`src/rtl/rca4_slice_sched.sv`:
```
`default_nettype none
// ============================================================================
//  Module   : rca4_slice_sched
//  Purpose  : Shares one external 4-bit ripple-carry adder slice between two
//             requesters. Each WIDTH-bit add runs as WIDTH/4 nibble passes,
//             least significant nibble first, with the carry held in a
//             register between passes. Round-robin arbitration, valid/ready
//             handshakes on both request and response sides.
//  Revision : 1.0  initial release
// ============================================================================
module rca4_slice_sched #(
    parameter int WIDTH = 16    // multiple of 4, at least 4
) (
    input  logic             clk,
    input  logic             rst,
    input  logic             req0_valid,
    output logic             req0_ready,
    input  logic [WIDTH-1:0] req0_a,
    input  logic [WIDTH-1:0] req0_b,
    input  logic             req0_ci,
    input  logic             req1_valid,
    output logic             req1_ready,
    input  logic [WIDTH-1:0] req1_a,
    input  logic [WIDTH-1:0] req1_b,
    input  logic             req1_ci,
    output logic             rsp_valid,
    input  logic             rsp_ready,
    output logic             rsp_id,
    output logic [WIDTH-1:0] rsp_sum,
    output logic             rsp_co,
    output logic [3:0]       add_a,
    output logic [3:0]       add_b,
    output logic             add_ci,
    input  logic [3:0]       add_s,
    input  logic             add_co
);

    localparam int NSLICE = WIDTH / 4;
    localparam int CNT_W  = (NSLICE > 1) ? $clog2(NSLICE) : 1;
    localparam logic [CNT_W-1:0] C_CNT_LAST = CNT_W'(NSLICE - 1);

    typedef enum logic [1:0] {
        S_IDLE = 2'd0,
        S_RUN  = 2'd1,
        S_DONE = 2'd2
    } state_t;

    state_t           state_q;
    logic [WIDTH-1:0] opa_q;
    logic [WIDTH-1:0] opb_q;
    logic [WIDTH-1:0] sum_q;
    logic [WIDTH-1:0] sum_d;
    logic             carry_q;
    logic [CNT_W-1:0] cnt_q;
    logic             id_q;
    logic             last_grant_q;

    logic             w_idle;
    logic             w_run;
    logic             w_take0;
    logic             w_take1;

    assign w_idle = (state_q == S_IDLE);
    assign w_run  = (state_q == S_RUN);

    // Round-robin: a lone requester wins; on a tie the one not granted last wins.
    assign w_take0 = w_idle & req0_valid & (~req1_valid | last_grant_q);
    assign w_take1 = w_idle & req1_valid & (~req0_valid | ~last_grant_q);

    // Ready is masked during reset so every output reads 0 while rst is high.
    assign req0_ready = w_take0 & ~rst;
    assign req1_ready = w_take1 & ~rst;

    // Response side comes straight from the holding registers.
    assign rsp_valid = (state_q == S_DONE);
    assign rsp_id    = id_q;
    assign rsp_sum   = sum_q;
    assign rsp_co    = carry_q;

    // Slice inputs carry the current low nibble only while running.
    assign add_a  = w_run ? opa_q[3:0] : 4'd0;
    assign add_b  = w_run ? opb_q[3:0] : 4'd0;
    assign add_ci = w_run ? carry_q    : 1'b0;

    // New slice result enters at the top; after NSLICE passes the sum is aligned.
    always_comb begin
        sum_d              = sum_q >> 4;
        sum_d[WIDTH-1 -: 4] = add_s;
    end

    // Scheduler state machine and datapath registers.
    always_ff @(posedge clk or posedge rst) begin
        if (rst) begin
            state_q      <= S_IDLE;
            opa_q        <= '0;
            opb_q        <= '0;
            sum_q        <= '0;
            carry_q      <= 1'b0;
            cnt_q        <= '0;
            id_q         <= 1'b0;
            last_grant_q <= 1'b1;
        end else begin
            case (state_q)
                S_IDLE: begin
                    if (w_take0) begin
                        opa_q        <= req0_a;
                        opb_q        <= req0_b;
                        carry_q      <= req0_ci;
                        id_q         <= 1'b0;
                        last_grant_q <= 1'b0;
                        cnt_q        <= '0;
                        sum_q        <= '0;
                        state_q      <= S_RUN;
                    end else if (w_take1) begin
                        opa_q        <= req1_a;
                        opb_q        <= req1_b;
                        carry_q      <= req1_ci;
                        id_q         <= 1'b1;
                        last_grant_q <= 1'b1;
                        cnt_q        <= '0;
                        sum_q        <= '0;
                        state_q      <= S_RUN;
                    end
                end
                S_RUN: begin
                    sum_q   <= sum_d;
                    opa_q   <= opa_q >> 4;
                    opb_q   <= opb_q >> 4;
                    carry_q <= add_co;
                    cnt_q   <= cnt_q + 1'b1;
                    if (cnt_q == C_CNT_LAST) begin
                        state_q <= S_DONE;
                    end
                end
                S_DONE: begin
                    if (rsp_ready) begin
                        state_q <= S_IDLE;
                    end
                end
                default: begin
                    state_q <= S_IDLE;
                end
            endcase
        end
    end

endmodule
`default_nettype wire

```
`config.mk`:
```
export PLATFORM = sky130hd
export DESIGN_NAME = rca4_slice_sched
export DESIGN_NICKNAME = d
export VERILOG_FILES = /design/src/rtl/rca4_slice_sched.sv
export SDC_FILE = /design/constraint.sdc
export NUM_CORES = 1
export LEC_CHECK = 0
export ABC_AREA = 1
export CAP_MARGIN = 0
export CORE_MARGIN = 5
export CORE_UTILIZATION = 25
export CTS_CLUSTER_DIAMETER = 200
export CTS_CLUSTER_SIZE = 10
export DETAILED_ROUTE_END_ITERATION = 10
export PLACE_DENSITY = 0.5
export SETUP_SLACK_MARGIN = 0.15
export SLEW_MARGIN = 25
export SYNTH_ARGS = -nofsm -noshare
export SYNTH_HDL_FRONTEND = slang
export SYNTH_SLANG_ARGS = --single-unit
```
`constraint.sdc`:
```
create_clock -name clk -period 2.3 [get_ports clk]
set_input_delay 0.345 -clock clk [delete_from_list [all_inputs] [get_ports clk]]
set_output_delay 0.345 -clock clk [all_outputs]
set_load 0.03 [all_outputs]
```
==> impl_metrics.toml <==
[outcome]
result_of_the_run = "finished clean"

[place]
port-buffer-count = 105
placement.cell_area_mm2 = 0.00415
dp_hpwl_um = 6490
placedCellCount = 660
final_weighted_congestion_of_routability_driven_global_placement = 0.738
pre_cts_slack_ns = 0.287

[yosys]
main_combinational_cell_family_by_area_after_synthesis = "simple AND/OR/NAND/NOR gates"
synthesis.instances = 427
synthesis.area_mm2 = 0.00295
synth_compound_gate_area_share_pct = 2.29
yosys_cell_types = 19
muxShareOfSynthArea_pct = 0
syn_area_per_cell_um2 = 6.90
ys_ff_latch = 55
yosys_warnings = 0
post_synth_fa_ha_maj_area_fraction_pct = 0.425
synth_fp_nets = 504
post_synth_and_or_nand_nor_area_fraction_pct = 42.7
synthesized_area_fraction_occupied_by_xor_and_xnor_cells_pct = 0
seq_area_frac_synth_pct = 46.8

[critical_path]
worstReg2RegStart = "state_q[1]"
critical_path_required_ns = 1.96
critPathLaunchType = "flop"
critical_path_arrival_ns = 1.67
crit_path_max_fanout = 22
rrSetupSlack_ns = 0.56
critical_path.endpoint_type = "output pin"
r2r_cells = 4
worst_r2r_endpoint = "opb_q[15]"
criticalPathCategory = "flop to output pin"

[routing]
detail_route.drc_violations = 0
drt.antenna.violating_nets = 0
wire_per_inst_um = 13.6
drt_first_pass_iters = 4
detailroute.via_count = 2907
drt_iter0_markers = 132
detail_route.wirelength_um = 9090
post_drt_via_cell_ratio = 4.35

[timing]
max_clk_rate_mhz = 495
clock-skew-final_ns = 0.00436
final.period_utilization_pct = 87.8
hold_viol_final = 0
holdWs_ns = 0.425
rsz_0062_raised_after_global_routing = "no"
crit_path_setup_slack_layout_ns = 0.281
timing.slew.headroom_pct = 71.6
number_of_setup_violations_in_the_final_report = 0
period_minus_slack_ns = 2.02
setup_tns_ns = 0
timing_max_transition_violations_final = 0
max_slew.worst_pin.slew_ns = 0.422

[clock_tree]
cts.sink_count = 55
insertion_delay_ns = 0.29
clk_pin_slew_worst_paths_ns = 0.07
bufs_on_longest_clock_path = 2
clock_root_buffer = "sky130_fd_sc_hd__clkbuf_16"
clock_tree_from_tritoncts = "done"
numCtsBuffers = 5
h_tree_depth = 2
cts.repair_timing.setup_buffer_count = 0
post_cts_resize_count = 0
post_cts_hold_buffer_count = 0

[die]
std_cell_rows = 39
initial_core_util_pct = 25.7
core_area_mm2 = 0.0115
i_o_pin_count = 106
die_height_um = 119
die_width_um = 119
floorplan.die_area_mm2 = 0.0141

[cells_and_area]
fin_cells = 668
layout_commonest_cell = "sky130_fd_sc_hd__nand2_1"
layout.filler_cells = 1222
diodes = 0
post-route-util_pct = 37.7
mostFrequentLayoutCells = "sky130_fd_sc_hd__nand2_1 (200), sky130_fd_sc_hd__clkdlybuf4s50_1 (94), sky130_fd_sc_hd__nand3_1 (61)"
finalNetCount = 601
syn_to_final_growth_pct = 46.8
drive_above_1_share_pct = 7.62
final_area_mm2 = 0.00432

[run]
max-cap-violations = 0

[pwr]
ir_worst_vdd_v = 0.000517
powerDensity_mw_per_mm2 = 1330
p_leak_nw = 2.18
total_power_mw = 5.75

[grt]
overflow = 0
grt_first_pass_wirelength_um = 15500
track_usage_pct = 13.1
number_of_global_route_vias_before_repair = 3147
largest_net_degree_at_the_start_of_global_routing = 40
antenna_violations_before_repair = 0

[worst_hold_path]
tightest_hold_check_type = "primary input to asynchronous set/reset pin"
[flip-flops by register name, indices dropped and copies added, names as in the netlist]
name / count
cnt_q: 2
last_grant_q: 1
opa_q: 16
opb_q: 16
rsp_co: 1
rsp_id: 1
rsp_sum: 16
state_q: 2
[kinds of logic after synthesis]
kind of cell    Yosys count
buf+inv                  50
compound gates           13
flops                    55
simple gates            308
fa+ha+maj                 1
[area by class of cell]
| cell class | instances | area [um2] | area share (%) |
|---|---|---|---|
| sequential | 55 | 1380 | 31.9 |
| multi-input combinational | 322 | 1340 | 31.0 |
| timing repair buffer | 115 | 1160 | 26.9 |
| tap | 143 | 179 | 4.14 |
| clock buffer | 6 | 139 | 3.21 |
| inverter | 25 | 93.8 | 2.17 |
| clock inverter | 2 | 35.0 | 0.810 |
[metal layers]
metal  GRT usage (%)  part of all wire (%)  vias up
met4            3.47                   1.1        0
li1                -                     -     1511
met1            16.8                    44     1316
met5               0                     0        -
met2            22.6                    50       74
met3            2.58                   4.6        6
[worst max-delay path, stage by stage (launching register included)]
cell and delay (ns):
sky130_fd_sc_hd__dfrtp_1 0.46, sky130_fd_sc_hd__nor2_4 0.18, sky130_fd_sc_hd__nand3_2 0.37, sky130_fd_sc_hd__nor2_1 0.20, sky130_fd_sc_hd__buf_4 0.18
[worst max path at each step]
stage / end / start / slack, ns
after CTS: req0_ready / state_q[1] / 0.24
final: req0_ready / state_q[1] / 0.28
after global routing: req0_ready / state_q[1] / 0.16
after global placement: req0_ready / req0_valid / 0.31
after floorplan: add_a[0] / state_q[0] / 0.59
after detailed placement: opb_q[15] / req0_valid / 0.29
[where the power goes]
| group | leakage (nW) | total, mW | internal [mW] | switching [mW] |
|---|---|---|---|---|
| sequential | 0.694 | 1.70 | 1.43 | 0.275 |
| clock | 0.0868 | 0.888 | 0.542 | 0.346 |
| combinational | 1.40 | 3.16 | 1.18 | 1.98 |
[synthesized netlist by cell type]
cell / instances / area share, %
sky130_fd_sc_hd__dfrtp_1: 54 / 46
sky130_fd_sc_hd__inv_1: 20 / 2.5
sky130_fd_sc_hd__nand2_1: 201 / 26
sky130_fd_sc_hd__inv_2: 5 / 0.64
sky130_fd_sc_hd__clkbuf_1: 6 / 0.76
sky130_fd_sc_hd__buf_4: 6 / 1.5
sky130_fd_sc_hd__dfstp_2: 1 / 0.89
sky130_fd_sc_hd__nor2_4: 2 / 0.76
sky130_fd_sc_hd__nand3_1: 61 / 10
sky130_fd_sc_hd__o21ai_1: 5 / 0.85
sky130_fd_sc_hd__buf_6: 1 / 0.38
sky130_fd_sc_hd__o31ai_1: 1 / 0.25
sky130_fd_sc_hd__nand4_1: 1 / 0.21
sky130_fd_sc_hd__nand3_2: 1 / 0.34
sky130_fd_sc_hd__buf_1: 1 / 0.13
sky130_fd_sc_hd__o21ai_0: 7 / 1.2
sky130_fd_sc_hd__nor2_1: 42 / 5.4
sky130_fd_sc_hd__ha_1: 1 / 0.42
sky130_fd_sc_hd__buf_2: 11 / 1.9
Note: power is estimated with default switching activity, not from simulation.
